==> src/rtl/mem_stage_pkg.sv <==
// rtl/mem_stage_pkg.sv - shared opcode constants, stage states and decode helper
// Contents:
//   OP_*          4-bit opcodes in ir[3:0]
//   NOP_IR        full 8-bit bubble instruction
//   ST_*          mem_stage FSM encodings
//   is_mem_op()   1 when a valid instruction needs the data-memory port
package mem_stage_pkg;

   localparam logic [3:0] OP_LOAD  = 4'd0;
   localparam logic [3:0] OP_STOP  = 4'd1;
   localparam logic [3:0] OP_STORE = 4'd2;
   localparam logic [3:0] OP_NOP   = 4'd10;
   localparam logic [7:0] NOP_IR   = {4'h0, OP_NOP};

   localparam logic [1:0] ST_IDLE = 2'd0;
   localparam logic [1:0] ST_WAIT = 2'd1;
   localparam logic [1:0] ST_DONE = 2'd2;

   function automatic logic is_mem_op(input logic [7:0] ir, input logic valid);
      return valid && ((ir[3:0] == OP_LOAD) || (ir[3:0] == OP_STORE));
   endfunction

endpackage

==> src/rtl/mem_timeout_ctr.sv <==
// rtl/mem_timeout_ctr.sv - wait-cycle counter for outstanding memory accesses
// Ports:
//   clock     in   rising-edge clock
//   reset     in   synchronous, active-high
//   clear     in   restart the count (access being issued)
//   count_en  in   one more cycle spent waiting
//   expired   out  the current waiting cycle is the TIMEOUT-th one
module mem_timeout_ctr #(
   parameter int TIMEOUT = 15
) (
   input  logic clock,
   input  logic reset,
   input  logic clear,
   input  logic count_en,
   output logic expired
);

   localparam int CW = $clog2(TIMEOUT + 1);
   localparam logic [CW-1:0] LIMIT = CW'(TIMEOUT);
   localparam logic [CW-1:0] LAST  = CW'(TIMEOUT - 1);

   logic [CW-1:0] cnt_q;
   logic [CW-1:0] cnt_d;

   // cnt_q counts waiting cycles already completed, so it reads TIMEOUT-1
   // during the TIMEOUT-th cycle; saturate rather than wrap.
   always_comb begin
      cnt_d = cnt_q;
      if (clear) begin
         cnt_d = '0;
      end else if (count_en && (cnt_q != LIMIT)) begin
         cnt_d = cnt_q + 1'b1;
      end
   end

   assign expired = (cnt_q == LAST);

   always_ff @(posedge clock) begin
      if (reset) begin
         cnt_q <= '0;
      end else begin
         cnt_q <= cnt_d;
      end
   end

endmodule

==> src/rtl/mem_stage.sv <==
// rtl/mem_stage.sv - pipeline memory stage: LOAD/STORE over req/ack with bubbles and timeout
// Ports:
//   clock, reset            rising-edge clock, synchronous active-high reset
//   ir3, ir3_valid          instruction from EX and its valid flag
//   r3, addr3, wdata3       ALU result, effective address, store data from EX
//   ir4_load                writeback load enable (0 freezes ir4/r4/mdr4)
//   stall                   combinational hold request to upstream
//   mem_req, mem_we         data-memory request and direction (1 = store)
//   mem_addr, mem_wdata     request address and store data, stable while mem_req
//   mem_rdata, mem_ack      load data and single-cycle completion pulse
//   ir4, r4, mdr4           instruction, ALU result, load data to writeback
//   mem_err                 sticky memory-timeout flag
module mem_stage
   import mem_stage_pkg::*;
#(
   parameter int DATA_W  = 8,
   parameter int ADDR_W  = 8,
   parameter int TIMEOUT = 15
) (
   input  logic              clock,
   input  logic              reset,
   input  logic [7:0]        ir3,
   input  logic              ir3_valid,
   input  logic [DATA_W-1:0] r3,
   input  logic [ADDR_W-1:0] addr3,
   input  logic [DATA_W-1:0] wdata3,
   input  logic              ir4_load,
   output logic              stall,
   output logic              mem_req,
   output logic              mem_we,
   output logic [ADDR_W-1:0] mem_addr,
   output logic [DATA_W-1:0] mem_wdata,
   input  logic [DATA_W-1:0] mem_rdata,
   input  logic              mem_ack,
   output logic [7:0]        ir4,
   output logic [DATA_W-1:0] r4,
   output logic [DATA_W-1:0] mdr4,
   output logic              mem_err
);

   logic [1:0]        state_q, state_d;
   logic [7:0]        ir4_q, ir4_d;
   logic [DATA_W-1:0] r4_q, r4_d;
   logic [DATA_W-1:0] mdr4_q, mdr4_d;
   logic              mem_req_q, mem_req_d;
   logic              mem_we_q, mem_we_d;
   logic [ADDR_W-1:0] mem_addr_q, mem_addr_d;
   logic [DATA_W-1:0] mem_wdata_q, mem_wdata_d;
   logic              mem_err_q, mem_err_d;
   // instruction/result parked while the access is outstanding or frozen
   logic [7:0]        lat_ir_q, lat_ir_d;
   logic [DATA_W-1:0] lat_r_q, lat_r_d;
   logic [DATA_W-1:0] lat_mdr_q, lat_mdr_d;

   logic ctr_clear;
   logic ctr_en;
   logic expired;
   logic lat_is_load;

   assign lat_is_load = (lat_ir_q[3:0] == OP_LOAD);

   mem_timeout_ctr #(.TIMEOUT(TIMEOUT)) u_timeout (
      .clock    (clock),
      .reset    (reset),
      .clear    (ctr_clear),
      .count_en (ctr_en),
      .expired  (expired)
   );

   always_comb begin
      state_d     = state_q;
      ir4_d       = ir4_q;
      r4_d        = r4_q;
      mdr4_d      = mdr4_q;
      mem_req_d   = mem_req_q;
      mem_we_d    = mem_we_q;
      mem_addr_d  = mem_addr_q;
      mem_wdata_d = mem_wdata_q;
      mem_err_d   = mem_err_q;
      lat_ir_d    = lat_ir_q;
      lat_r_d     = lat_r_q;
      lat_mdr_d   = lat_mdr_q;
      stall       = 1'b0;
      ctr_clear   = 1'b0;
      ctr_en      = 1'b0;

      case (state_q)
         ST_IDLE: begin
            if (!ir4_load) begin
               stall = 1'b1;
            end else if (is_mem_op(ir3, ir3_valid)) begin
               stall       = 1'b1;
               state_d     = ST_WAIT;
               mem_req_d   = 1'b1;
               mem_we_d    = (ir3[3:0] == OP_STORE);
               mem_addr_d  = addr3;
               mem_wdata_d = wdata3;
               lat_ir_d    = ir3;
               lat_r_d     = r3;
               ir4_d       = NOP_IR;
               ctr_clear   = 1'b1;
            end else begin
               ir4_d = ir3_valid ? ir3 : NOP_IR;
               r4_d  = r3;
            end
         end

         // Upstream is released in the completing cycle (ack or timeout)
         // whatever ir4_load says: the instruction is already parked here,
         // so holding it would make it issue a second time.
         ST_WAIT: begin
            ctr_en = 1'b1;
            if (mem_ack) begin
               mem_req_d = 1'b0;
               if (ir4_load) begin
                  ir4_d   = lat_ir_q;
                  r4_d    = lat_r_q;
                  state_d = ST_IDLE;
                  if (lat_is_load) begin
                     mdr4_d = mem_rdata;
                  end
               end else begin
                  lat_mdr_d = mem_rdata;
                  state_d   = ST_DONE;
               end
            end else if (expired) begin
               mem_err_d = 1'b1;
               mem_req_d = 1'b0;
               state_d   = ST_IDLE;
               if (ir4_load) begin
                  ir4_d = NOP_IR;
               end
            end else begin
               stall = 1'b1;
               if (ir4_load) begin
                  ir4_d = NOP_IR;
               end
            end
         end

         ST_DONE: begin
            stall = 1'b1;
            if (ir4_load) begin
               ir4_d   = lat_ir_q;
               r4_d    = lat_r_q;
               state_d = ST_IDLE;
               if (lat_is_load) begin
                  mdr4_d = lat_mdr_q;
               end
            end
         end

         default: begin
            state_d = ST_IDLE;
         end
      endcase
   end

   always_ff @(posedge clock) begin
      if (reset) begin
         state_q     <= ST_IDLE;
         ir4_q       <= NOP_IR;
         r4_q        <= '0;
         mdr4_q      <= '0;
         mem_req_q   <= 1'b0;
         mem_we_q    <= 1'b0;
         mem_addr_q  <= '0;
         mem_wdata_q <= '0;
         mem_err_q   <= 1'b0;
         lat_ir_q    <= NOP_IR;
         lat_r_q     <= '0;
         lat_mdr_q   <= '0;
      end else begin
         state_q     <= state_d;
         ir4_q       <= ir4_d;
         r4_q        <= r4_d;
         mdr4_q      <= mdr4_d;
         mem_req_q   <= mem_req_d;
         mem_we_q    <= mem_we_d;
         mem_addr_q  <= mem_addr_d;
         mem_wdata_q <= mem_wdata_d;
         mem_err_q   <= mem_err_d;
         lat_ir_q    <= lat_ir_d;
         lat_r_q     <= lat_r_d;
         lat_mdr_q   <= lat_mdr_d;
      end
   end

   assign ir4       = ir4_q;
   assign r4        = r4_q;
   assign mdr4      = mdr4_q;
   assign mem_req   = mem_req_q;
   assign mem_we    = mem_we_q;
   assign mem_addr  = mem_addr_q;
   assign mem_wdata = mem_wdata_q;
   assign mem_err   = mem_err_q;

endmodule

==> config.mk <==
export PLATFORM = sky130hd
export DESIGN_NAME = mem_stage
export DESIGN_NICKNAME = d
export VERILOG_FILES = /design/src/rtl/mem_stage_pkg.sv /design/src/rtl/mem_timeout_ctr.sv /design/src/rtl/mem_stage.sv
export SDC_FILE = /design/constraint.sdc
export NUM_CORES = 1
export LEC_CHECK = 0
export BUFFER_PORTS_ARGS = -buffer_cell sky130_fd_sc_hd__buf_2
export CAP_MARGIN = 20
export CORE_ASPECT_RATIO = 1.75
export CORE_MARGIN = 1.5
export CORE_UTILIZATION = 37
export CTS_CLUSTER_SIZE = 24
export DETAILED_ROUTE_END_ITERATION = 10
export SLEW_MARGIN = 0
export SYNTH_ARGS = -nofsm -noshare
export SYNTH_HDL_FRONTEND = slang
export SYNTH_SLANG_ARGS = --single-unit
==> constraint.sdc <==
create_clock -name clock -period 2.7 [get_ports clock]
set_input_delay 0.405 -clock clock [delete_from_list [all_inputs] [get_ports clock]]
set_output_delay 0.405 -clock clock [all_outputs]
set_load 0.02 [all_outputs]
* After elaboration in Yosys (flattened, before gate mapping)
Index checks and enable logic that the tools add are counted.
** Word-level totals
- Register bits :: 73
- Input bits :: 45
- Output and inout bits :: 44
** Operators by class
- $add $sub $neg :: 1
- Equality and inequality tests :: 15
- Multiplexer cells :: 38
- Bitwise gates (word level) :: 2
- Reduce and logical (&&, ||, !) cells :: 18
** Operators with widths (count)
- 8-bit two-way mux :: 15
- 8-bit case mux with 3 select lines :: 2
- 2-bit != test (second input constant) :: 8
- 8-bit case mux with 2 select lines :: 1
- 2-bit two-way mux :: 6
- 3-bit AND reduction :: 4
- 4-bit AND reduction :: 3
- 1-bit two-way mux :: 11
- 4-bit zero test :: 2
- 3-bit != test (second input constant) :: 2
- 2-bit case mux with 3 select lines :: 1
- 6-bit AND reduction :: 1
- 4-bit by 1-bit adder with 4-bit output (second input constant) :: 1
- 4-bit by 2-bit equality test with 1-bit output (second input constant) :: 1
- 4-bit equality test (second input constant) :: 1
- 4-bit != test (second input constant) :: 1
- 2-bit nonzero test :: 2
- 1-bit case mux with 3 select lines :: 1
- 3-bit nonzero test :: 1
- 2-bit by 1-bit equality test with 1-bit output (second input constant) :: 1
- 2-bit equality test (second input constant) :: 1
- 1-bit logical AND :: 2
- 2-bit zero test :: 1
- 1-bit inverter :: 2
- other kinds (3) :: 3

* Longest topological paths before layout
Gate-level depths: netlist of the first run.
- Depth after elaboration :: 7
- Mapped depth :: 8

* Cells and area by module
From an unflattened synthesis of the first run, not the netlist that was laid out.
** Unflattened totals
- Cell total of the unflattened synthesis :: 348
- Area total of the unflattened synthesis :: 3129.3 um^2
** By module, submodules not included
- mem_stage :: times used 1, cells each 324, area an instance 2911.5 um^2, seq. area each 1381.3 um^2
- mem_timeout_ctr :: times used 1, cells each 24, area an instance 217.7 um^2, seq. area each 80.1 um^2

* Least setup slack after synthesis of the first run
No wires, ideal clock.
- Path type :: register -> register
- Start point :: register state_q[0]
- End point :: register r4_q[0] (netlist: r4[0])
- Data arrival time :: 1.825 ns
- Data required time :: 2.614 ns
- Path slack :: 0.789 ns
- Stages on the path, launching flop included :: 8
- Buffers on the path :: 1
- Clock period less this slack :: 1.911 ns
- Cells stage by stage :: dfxtp_1 inv_1 ha_1 o21ba_2 a2111oi_4 buf_4 nor2_1 a211oi_1
** On the way
- Longest elaborated chain between the ends :: 3
- Elaborated cells between the ends (all ways) :: 9
** Ends and longest elaborated chain
- start, declared :: RTL line mem_stage.sv:41 : logic [1:0] state_q, state_d;
- start signal, assigned :: RTL line mem_stage.sv:174 : state_q <= state_d;
- 2-bit by 1-bit equality test with 1-bit output (tied with other cells) :: RTL line mem_stage.sv:87 : case (state_q)
- 2-bit != test (no source line) / 3-bit nonzero test (equally long branches)
- 4-bit AND reduction (no source line)
- end signal, assigned :: RTL line mem_stage.sv:176 : r4_q <= r4_d;
- end, declared :: RTL line mem_stage.sv:43 : logic [DATA_W-1:0] r4_q, r4_d;
Parallel ways exist; a longest one is shown, timed or not.
A chain may end at the register's enable or synchronous reset.

* Worst setup path in the final report of the first run
- Start point :: register state_q[1]
- End point :: output port stall
** On the way
- Longest elaborated chain between the ends :: 2
- Elaborated cells between the ends (all ways) :: 4
** Ends and longest elaborated chain
- 2-bit equality test (tied with other cells) :: RTL line mem_stage.sv:87
- 1-bit case mux with 3 select lines (*) :: RTL line mem_stage.sv:87
- end, declared :: RTL line mem_stage.sv:28 : output logic stall,
Mark *: on every way between the ends. The rest lies on a longest branch, timed or not.

==> results of run 1 <==
[critical path, delay by kind of cell (launching register included)]
family	cells	cell delay, ns
adders and majority gates	1	0.16
and+or+nand+nor	2	0.75
buffers and inverters	2	0.30
AOI/OAI and AO/OA	1	0.23
DFF	1	0.33
[path summary, 6_finish.rpt]
kind | to | from
max | stall | state_q[1]$_SDFFE_PP0P_
min | mem_wdata[6]$_SDFFE_PP0P_ | wdata3[6]
max reg2reg | mdr4[6]$_SDFFE_PP0P_ | state_q[0]$_SDFFE_PP0P_
min reg2reg | mem_addr[1]$_SDFFE_PP0P_ | mem_addr[1]$_SDFFE_PP0P_
[registers in the layout (all words and copies together) (netlist names)]
register,flops
ir4,8
lat_ir_q,8
lat_mdr_q,8
lat_r_q,8
mdr4,8
mem_addr,8
mem_wdata,8
r4,8
u_timeout.cnt_q,4
state_q,2
mem_err,1
mem_req,1
mem_we,1
[cell usage after synthesis, drive strengths merged, types with 5 or more instances]
cell	count
buf	7
nand3	6
ha	6
nor3	14
dfxtp	73
a21oi	37
a211oi	21
nor2	36
clkbuf	18
mux2i	25
inv	5
nand2	64
[final cells by class]
class                   count  area share [%]
clock buffers              10            5.71
repair buffers             96            12.8
well taps                 115            3.59
flip-flops and latches     73            36.5
multi-input cells         251            39.5
clock inverters             6            1.47
inverters                   5           0.468
[kinds of logic after synthesis]
kind of cell | Yosys count | share of synthesized area, %
compound gates | 77 | 17.8
buf+inv | 30 | 4.44
fa+ha+maj | 6 | 2.36
simple gates | 139 | 20.5
mux | 26 | 8.21
xor+xnor | 3 | 0.825
flops | 73 | 45.9
[metrics by stage]
| step | instances | util, % | instance area (sq um) | power, uW |
|---|---|---|---|---|
| global placement | 540 | 44.8 | 3720 | 1410 |
| finish | 556 | 48.2 | 4010 | 2530 |
| global route | 556 | 48.2 | 4010 | 2640 |
| floorplan | 354 | - | 3190 | 1310 |
| detailed placement | 540 | 44.8 | 3720 | 1410 |
| CTS | 556 | 48.2 | 4010 | 2560 |
[power by group through the flow]
stage | Clock, uW | Sequential (uW) | Combinational, uW
after CTS | 1170 | 1130 | 260
after global routing | 1220 | 1130 | 285
after global placement | 0 | 1150 | 257
final | 1140 | 1130 | 258
after floorplan | 0 | 1180 | 131
after detailed placement | 0 | 1150 | 259
[metal layers]
layer,vias up,global-route usage (%)
li1,1405,-
met1,1306,20.5
met2,65,28.9
met3,11,4.24
met4,0,9.21
met5,-,0
==> flow_summary.ini, run 1 <==
[floorplanning]
initial_core_util_pct = 38.3
die_h_um = 126
die-area_sq_um = 9200
placementRows = 44
core_sq_um = 8310
ios = 89
die_x_um = 73.2

[timing]
rsz0062_at_grt = false
finalCritPeriodShare_pct = 92.4
hold_viol = 0
tns_ns = 0
slew_viol_final = 0
fin_skew_ns = 0.00493
fin_crit_ns = 2.49
tightest_slew_ns = 0.701
slew_headroom_pct = 53.2
setup_violations = 0
hold_slack_ns = 0.309
fin_ws_ns = 0.206
fmax_ghz = 0.401

[drt]
route.met3.wl_um = 378
wirelength_um = 7610
wl_met1_um = 3250
drcViolationCount = 0
wl_met2_um = 3800
vias = 2787
wl_per_cell_um = 13.7
first_pass_iters = 4
vias_per_cell = 5.01
ant_nets = 0
drt_iter0_markers = 143
top_layer_used = met4

[synthesis]
ys_seq_elements = 73
avgSynthCellArea_sq_um = 9.00
synthesis.nets = 405
synth_flop_cell = dfxtp_1
synthTopCellsByArea = dfxtp_1, mux2i_1, nand2_1
synth_cell_type_count = 40
synth_cells = 354
yosysSeqAreaShare_pct = 45.9
yosys_warnings = 0
synth_top_cell_by_area = dfxtp_1
synthArstFlopShare_pct = 0
synth_top_area_share_pct = 45.9
netlist_area_sq_um = 3190
synth_edf_count = 0

[pwr]
seq_power_share_pct = 44.6
swShare_pct = 24.0
p_int_uw = 1920
powerDensity_nw_per_um2 = 630
clock_power_share_pct = 45.2
p_leak_uw = 0.00166
switchingPower_uw = 606
peakVddDrop_uv = 380
p_comb_share_pct = 10.2

[global_route]
grt_overflow_total = 0
grt_use_total_pct = 17.5
antenna_found_initial = 0
grt_pass1_wl_um = 12500
grt_max_degree = 41
grt_pass1_vias = 2699

[finish]
nets = 487
drive_gt1_share_pct = 31.3
fillers = 835
seqCellArea_sq_um = 1460
layout_commonest_cell = buf_2
area_growth_pct = 25.8
diodes = 0
multi_input_area_sq_um = 1580
final_cell_mix = buf_2, dfxtp_1, nand2_1

[hold_path]
hold_class = primary input to register
holdPathStages = 3

[clocking]
ctsResizeCount = 0
cts_setup_buffers = 0
clk_latency_ns = 0.33
numCtsBuffers = 9
clockBufferDepth = 2
cts_max_level = 3
cts_sinks = 73
tritoncts = built
hold_buffers = 0
root_buffer = clkbuf_16
clkTransAtPathRegs_ns = 0.06

[place]
gp_congestion = 0.831
dpl.hpwl_um = 5260
io_buffers = 88
dp_slack_ns = 0.528

[worst_setup_path]
cp_max_fo = 8
cpPeakStageDelay_ns = 0.54
crit_slowest_cell = nor2b_1
ff2ff_setup_slack_ns = 0.54
arrival_ns = 2.09
reg2reg_depth = 6
path_class = register to primary output
required_ns = 2.30
cp-start-kind = register
crit_chain = inv_1, ha_1, nor2b_1, nand2_1, a31oi_1, buf_2
end_kind = primary output

[run_status]
status = complete, no violations

[flow_run]
drv_cap = 0
No activity file was read; power rests on OpenSTA's default activity.
==> run 2: changes to the inputs <==
--- a/config.mk
+++ b/config.mk
@@ -7,11 +7,14 @@
 export LEC_CHECK = 0
 export BUFFER_PORTS_ARGS = -buffer_cell sky130_fd_sc_hd__buf_2
 export CAP_MARGIN = 20
+export CELL_PAD_IN_SITES_DETAIL_PLACEMENT = 1
+export CELL_PAD_IN_SITES_GLOBAL_PLACEMENT = 1
 export CORE_ASPECT_RATIO = 1.75
 export CORE_MARGIN = 1.5
 export CORE_UTILIZATION = 37
 export CTS_CLUSTER_SIZE = 24
 export DETAILED_ROUTE_END_ITERATION = 10
+export PLACE_DENSITY_LB_ADDON = 0.1
 export SLEW_MARGIN = 0
 export SYNTH_ARGS = -nofsm -noshare
 export SYNTH_HDL_FRONTEND = slang
==> constraint.sdc (replaced) <==
create_clock -name clock -period 2.75 [get_ports clock]
set_input_delay 0.4125 -clock clock [delete_from_list [all_inputs] [get_ports clock]]
set_output_delay 0.4125 -clock clock [all_outputs]
set_load 0.02 [all_outputs]
==> run 2 against run 1 <==
Sequential power about the same. Critical path depth did not move. Non-clock buffer count rose by 3. First-iteration DRC count fell by 10%. Global-route usage increased by 2.6 points. Die area is the same. Via count up 1.7%. Count of clock-buffer cells in the layout grew 4. Sequential share of layout area is 0.53 points lower. Combinational power about the same.
==> flow_summary.ini, run 2 (synthesis gave the netlist of run 1 again) <==
[run_status]
status = complete, no violations

[drt]
ant_nets = 0
wirelength_um = 8680
vias = 2833
wl_met2_um = 4590
top_layer_used = met4
drt_iter0_markers = 128
first_pass_iters = 5
route.met3.wl_um = 395
wl_met1_um = 3590
wl_per_cell_um = 15.5
drcViolationCount = 0
vias_per_cell = 5.07

[hold_path]
hold_start = addr3[6]
worstHoldEndpoint = mem_addr[6]$_SDFFE_PP0P_
holdPathStages = 3
hold_class = primary input to register

[finish]
drive_gt1_share_pct = 31.3
nets = 490
final_util_pct = 48.9
fillers = 1012
area_growth_pct = 27.6
layout_commonest_cell = buf_2
final_cell_mix = buf_2, dfxtp_1, nand2_1
diodes = 0

[worst_setup_path]
arrival_ns = 2.12
cp_max_fo = 8
rr_startpoint = state_q[0]$_SDFFE_PP0P_
r2r-end = mem_addr[0]$_SDFFE_PP0P_
cp-start-kind = register
path_class = register to primary output
ff2ff_setup_slack_ns = 0.62
required_ns = 2.34
end_kind = primary output
reg2reg_depth = 7

[pwr]
powerDensity_nw_per_um2 = 649
swShare_pct = 22.9
p_comb_share_pct = 9.8
clock_power_share_pct = 48.3
switchingPower_uw = 605
p_int_uw = 2040
seq_power_share_pct = 41.9
p_leak_uw = 0.00169
peakVddDrop_uv = 398

[global_route]
grt_overflow_total = 0
grt_pass1_wl_um = 14300
grt_use_total_pct = 20.1
antenna_found_initial = 0
grt_max_degree = 35
grt_pass1_vias = 2977

[timing]
slew_headroom_pct = 57.0
setup_violations = 0
fin_skew_ns = 0.00763
tightest_slew_ns = 0.639
tns_ns = 0
finalCritPeriodShare_pct = 92.1
fmax_ghz = 0.395
rsz0062_at_grt = false
fin_crit_ns = 2.53
slew_viol_final = 0
hold_viol = 0

[clocking]
root_buffer = clkbuf_16
tritoncts = built
clkTransAtPathRegs_ns = 0.06
clockBufferDepth = 2
cts_setup_buffers = 0
cts_max_level = 3
hold_buffers = 0
cts_sinks = 73
ctsResizeCount = 0
numCtsBuffers = 9
clk_latency_ns = 0.33

[floorplanning]
die-area_sq_um = 9200
ios = 89
initial_core_util_pct = 38.3
die_x_um = 73.2
placementRows = 44
core_sq_um = 8310
die_h_um = 126

[place]
gp_congestion = 0.796
dpl.hpwl_um = 6210
io_buffers = 88

[flow_run]
drv_cap = 0
run 2: routing by layer:
layer | vias to the layer above | GRT usage, %
met5 | - | 0
met4 | 0 | 6.33
met3 | 8 | 5.84
met2 | 63 | 35.8
met1 | 1347 | 22.3
li1 | 1415 | -
run 2: worst max-delay path by stage:
| stage | to | start | cells after the start | slack, ns |
|---|---|---|---|---|
| 2_1_floorplan | r4[0]$_SDFFE_PP0P_ | state_q[0]$_SDFFE_PP0P_ | 7 | 0.84 |
| 6_report | stall | state_q[1]$_SDFFE_PP0P_ | 6 | 0.22 |
| 3_3_place_gp | stall | state_q[1]$_SDFFE_PP0P_ | 6 | 0.67 |
| 4_1_cts | stall | state_q[1]$_SDFFE_PP0P_ | 6 | 0.21 |
| 3_5_place_dp | stall | state_q[1]$_SDFFE_PP0P_ | 6 | 0.61 |
| 5_1_grt | stall | state_q[1]$_SDFFE_PP0P_ | 6 | 0.04 |
run 2: critical path, stage by stage (launching register included):
cell	delay [ns]
dfxtp_1	0.33
inv_1	0.10
ha_1	0.18
nor2b_1	0.55
nand2_1	0.23
a31oi_1	0.21
buf_2	0.19
run 2: layout make-up:
type,count,area (sq um),area share (%)
clock buffer,14,264,6.49
clock inverter,2,60.1,1.48
inverter,5,18.8,0.461
multi-input combinational,251,1580,38.9
sequential,73,1460,35.9
tap,115,144,3.54
timing repair buffer,99,536,13.2
run 2: per-stage QoR:
stage / total power, uW / setup WS, ns / instance area [sq um] / cells / hold slack (ns)
floorplan: 1290 / 0.839 / 3190 / 354 / 0.436
global placement: 1390 / 0.672 / 3740 / 543 / 0.439
detailed placement: 1390 / 0.611 / 3740 / 543 / 0.446
CTS: 2670 / 0.214 / 4070 / 559 / 0.308
global route: 2730 / 0.0390 / 4070 / 559 / 0.321
finish: 2640 / 0.218 / 4070 / 559 / 0.315
run 2: power by group through the flow:
stage	Sequential (uW)	Combinational [uW]	Clock, uW
after floorplan	1160	128	0
after global placement	1130	257	0
after detailed placement	1130	261	0
after CTS	1110	263	1300
after global routing	1110	287	1340
final	1110	260	1280
==> run 3: changes to the inputs <==
--- a/config.mk
+++ b/config.mk
@@ -5,6 +5,7 @@
 export SDC_FILE = /design/constraint.sdc
 export NUM_CORES = 1
 export LEC_CHECK = 0
+export ABC_AREA = 1
 export BUFFER_PORTS_ARGS = -buffer_cell sky130_fd_sc_hd__buf_2
 export CAP_MARGIN = 20
 export CELL_PAD_IN_SITES_DETAIL_PLACEMENT = 1
==> run 3 against run 2 <==
Die area is 11% higher. Sequential share of layout area shrank 2.5 points. Critical path depth grew 1. Register-to-register slack better by 0.27 ns. Final cell count is 31% higher. Global-route usage down 1.1 points. First-iteration DRC count shrank 43%. Critical endpoint unchanged. Largest cell class unchanged. Largest power group unchanged.
==> flow_summary.ini, run 3 <==
[pwr]
p_comb_share_pct = 12.4
p_int_uw = 2060
switchingPower_uw = 669
seq_power_share_pct = 40.8
total_power_uw = 2730
swShare_pct = 24.5
powerDensity_nw_per_um2 = 626
p_leak_uw = 0.00232
clock_power_share_pct = 46.8
peakVddDrop_uv = 432

[drt]
drcViolationCount = 0
vias_per_cell = 4.66
wirelength_um = 9020
drt_iter0_markers = 73
first_pass_iters = 4
vias = 3417
ant_nets = 0
wl_per_cell_um = 12.3

[floorplanning]
ios = 89
die_h_um = 133
initial_core_util_pct = 37.8
placementRows = 47
die-area_sq_um = 10200
die_x_um = 77.1
core_sq_um = 9410

[timing]
hold_viol = 0
hold_slack_ns = 0.298
slew_viol_final = 0
rsz0062_at_grt = false
slew_headroom_pct = 58.4
fin_crit_ns = 2.31
tns_ns = 0
fin_skew_ns = 0.00456
setup_violations = 0
fmax_ghz = 0.434
fin_ws_ns = 0.444
finalCritPeriodShare_pct = 83.9
tightest_slew_ns = 0.623

[global_route]
grt_pass1_vias = 3438
grt_overflow_total = 0
antenna_found_initial = 0
grt_use_total_pct = 19.0
grt_max_degree = 38
grt_pass1_wl_um = 15600

[clocking]
root_buffer = clkbuf_16
cts_max_level = 3
cts_setup_buffers = 0
hold_buffers = 0
tritoncts = built
numCtsBuffers = 9
clk_latency_ns = 0.34
clkTransAtPathRegs_ns = 0.05
clockBufferDepth = 2
ctsResizeCount = 0
cts_sinks = 73

[worst_setup_path]
r2r-end = ir4[1]$_SDFFE_PP1P_
cp-start-kind = register
reg2reg_depth = 8
end_kind = primary output
arrival_ns = 1.89
path_class = register to primary output
cp_max_fo = 17
rr_startpoint = state_q[0]$_SDFFE_PP0P_
required_ns = 2.34
ff2ff_setup_slack_ns = 0.89

[synthesis]
synth_edf_count = 0
yosysMostFrequentCell = nand2_1
yosys_warnings = 0
synth_top_area_share_pct = 41.1
netlist_area_sq_um = 3560
synth_top_cell_by_area = dfxtp_1
synth_cells = 522
yosysSeqAreaShare_pct = 41.1
avgSynthCellArea_sq_um = 6.81
ys_seq_elements = 73
synthesis.nets = 573
synthTopCellsByArea = dfxtp_1, nand2_1, nor2_1
synth_flop_cell = dfxtp_1
synthArstFlopShare_pct = 0
synth_cell_type_count = 29
synthTopCellsByCount = nand2_1, nor2_1, dfxtp_1

[finish]
drive_gt1_share_pct = 21.9
area_growth_pct = 22.8
final_cell_mix = nand2_1, nor2_1, buf_2
diodes = 0
layout_commonest_cell = nand2_1
final_util_pct = 46.4
nets = 657

[hold_path]
hold_start = wdata3[2]
holdPathStages = 3
hold_class = primary input to register
worstHoldEndpoint = mem_wdata[2]$_SDFFE_PP0P_

[place]
dpl.hpwl_um = 6590
io_buffers = 88
gp_congestion = 0.809
dp_slack_ns = 0.705

[run_status]
status = complete, no violations

[flow_run]
drv_cap = 0
[run 3: cell count changes after synthesis, sizes merged, moves of 17 or more]
cell    before  now
a211oi      21    0
a21oi       37   19
inv          5   57
mux2i       25    8
nand2       64  155
nand3        6   24
nor2        36  134
[run 3: cell families (layout without fill, tap and decap cells)]
family | after synthesis | count (layout) | share of synthesized area [%]
xor+xnor | 2 | 2 | 0.493
flops | 73 | 73 | 41.1
simple gates | 317 | 317 | 37.2
compound gates | 38 | 38 | 6.54
fa+ha+maj | 6 | 6 | 2.11
mux | 8 | 8 | 2.25
buf+inv | 78 | 167 | 10.3
[run 3: power groups by stage]
stage	Clock, uW	Sequential (uW)	Combinational [uW]
5_1_grt	1350	1120	382
4_1_cts	1320	1110	347
3_3_place_gp	0	1140	336
6_report	1280	1110	339
3_5_place_dp	0	1140	343
2_1_floorplan	0	1170	202
[run 3: how the worst max path moves through the flow]
stage                     slack (ns)  depth (start not counted)                     from     to
final                           0.44                          7  state_q[0]$_SDFFE_PP0P_  stall
after floorplan                 1.03                          8  state_q[0]$_SDFFE_PP0P_  stall
after detailed placement        0.70                          9                   ir3[3]  stall
after global placement          0.72                          9                   ir3[3]  stall
after global routing            0.29                          9  state_q[1]$_SDFFE_PP0P_  stall
after CTS                       0.40                          7  state_q[0]$_SDFFE_PP0P_  stall
[run 3: worst max-delay path: stages, from the launching register on]
cell and delay (ns):
dfxtp_1 0.37, inv_1 0.10, ha_1 0.33, nand2_2 0.35, nand4_1 0.13, nand2_1 0.09
inv_1 0.04, buf_2 0.15
[run 3: layout make-up]
| class | instances | area (sq um) |
|---|---|---|
| tap | 122 | 153 |
| inverter | 58 | 223 |
| clock inverter | 2 | 60.1 |
| timing repair buffer | 93 | 478 |
| sequential | 73 | 1460 |
| multi-input combinational | 371 | 1730 |
| clock buffer | 14 | 264 |
| fill | 1300 | 5040 |
[run 3: metal layers]
metal	track usage, %	vias up	routed length, um
met5	0	-	0
met2	35.4	65	4790
met3	5.17	15	410
met1	19.3	1591	3590
li1	-	1746	-
met4	7.98	0	227
[run 3: metrics by stage]
stage / std cells / instance area, sq um
global route: 733 / 4370
global placement: 717 / 4040
floorplan: 522 / 3560
finish: 733 / 4370
CTS: 733 / 4370
detailed placement: 717 / 4040
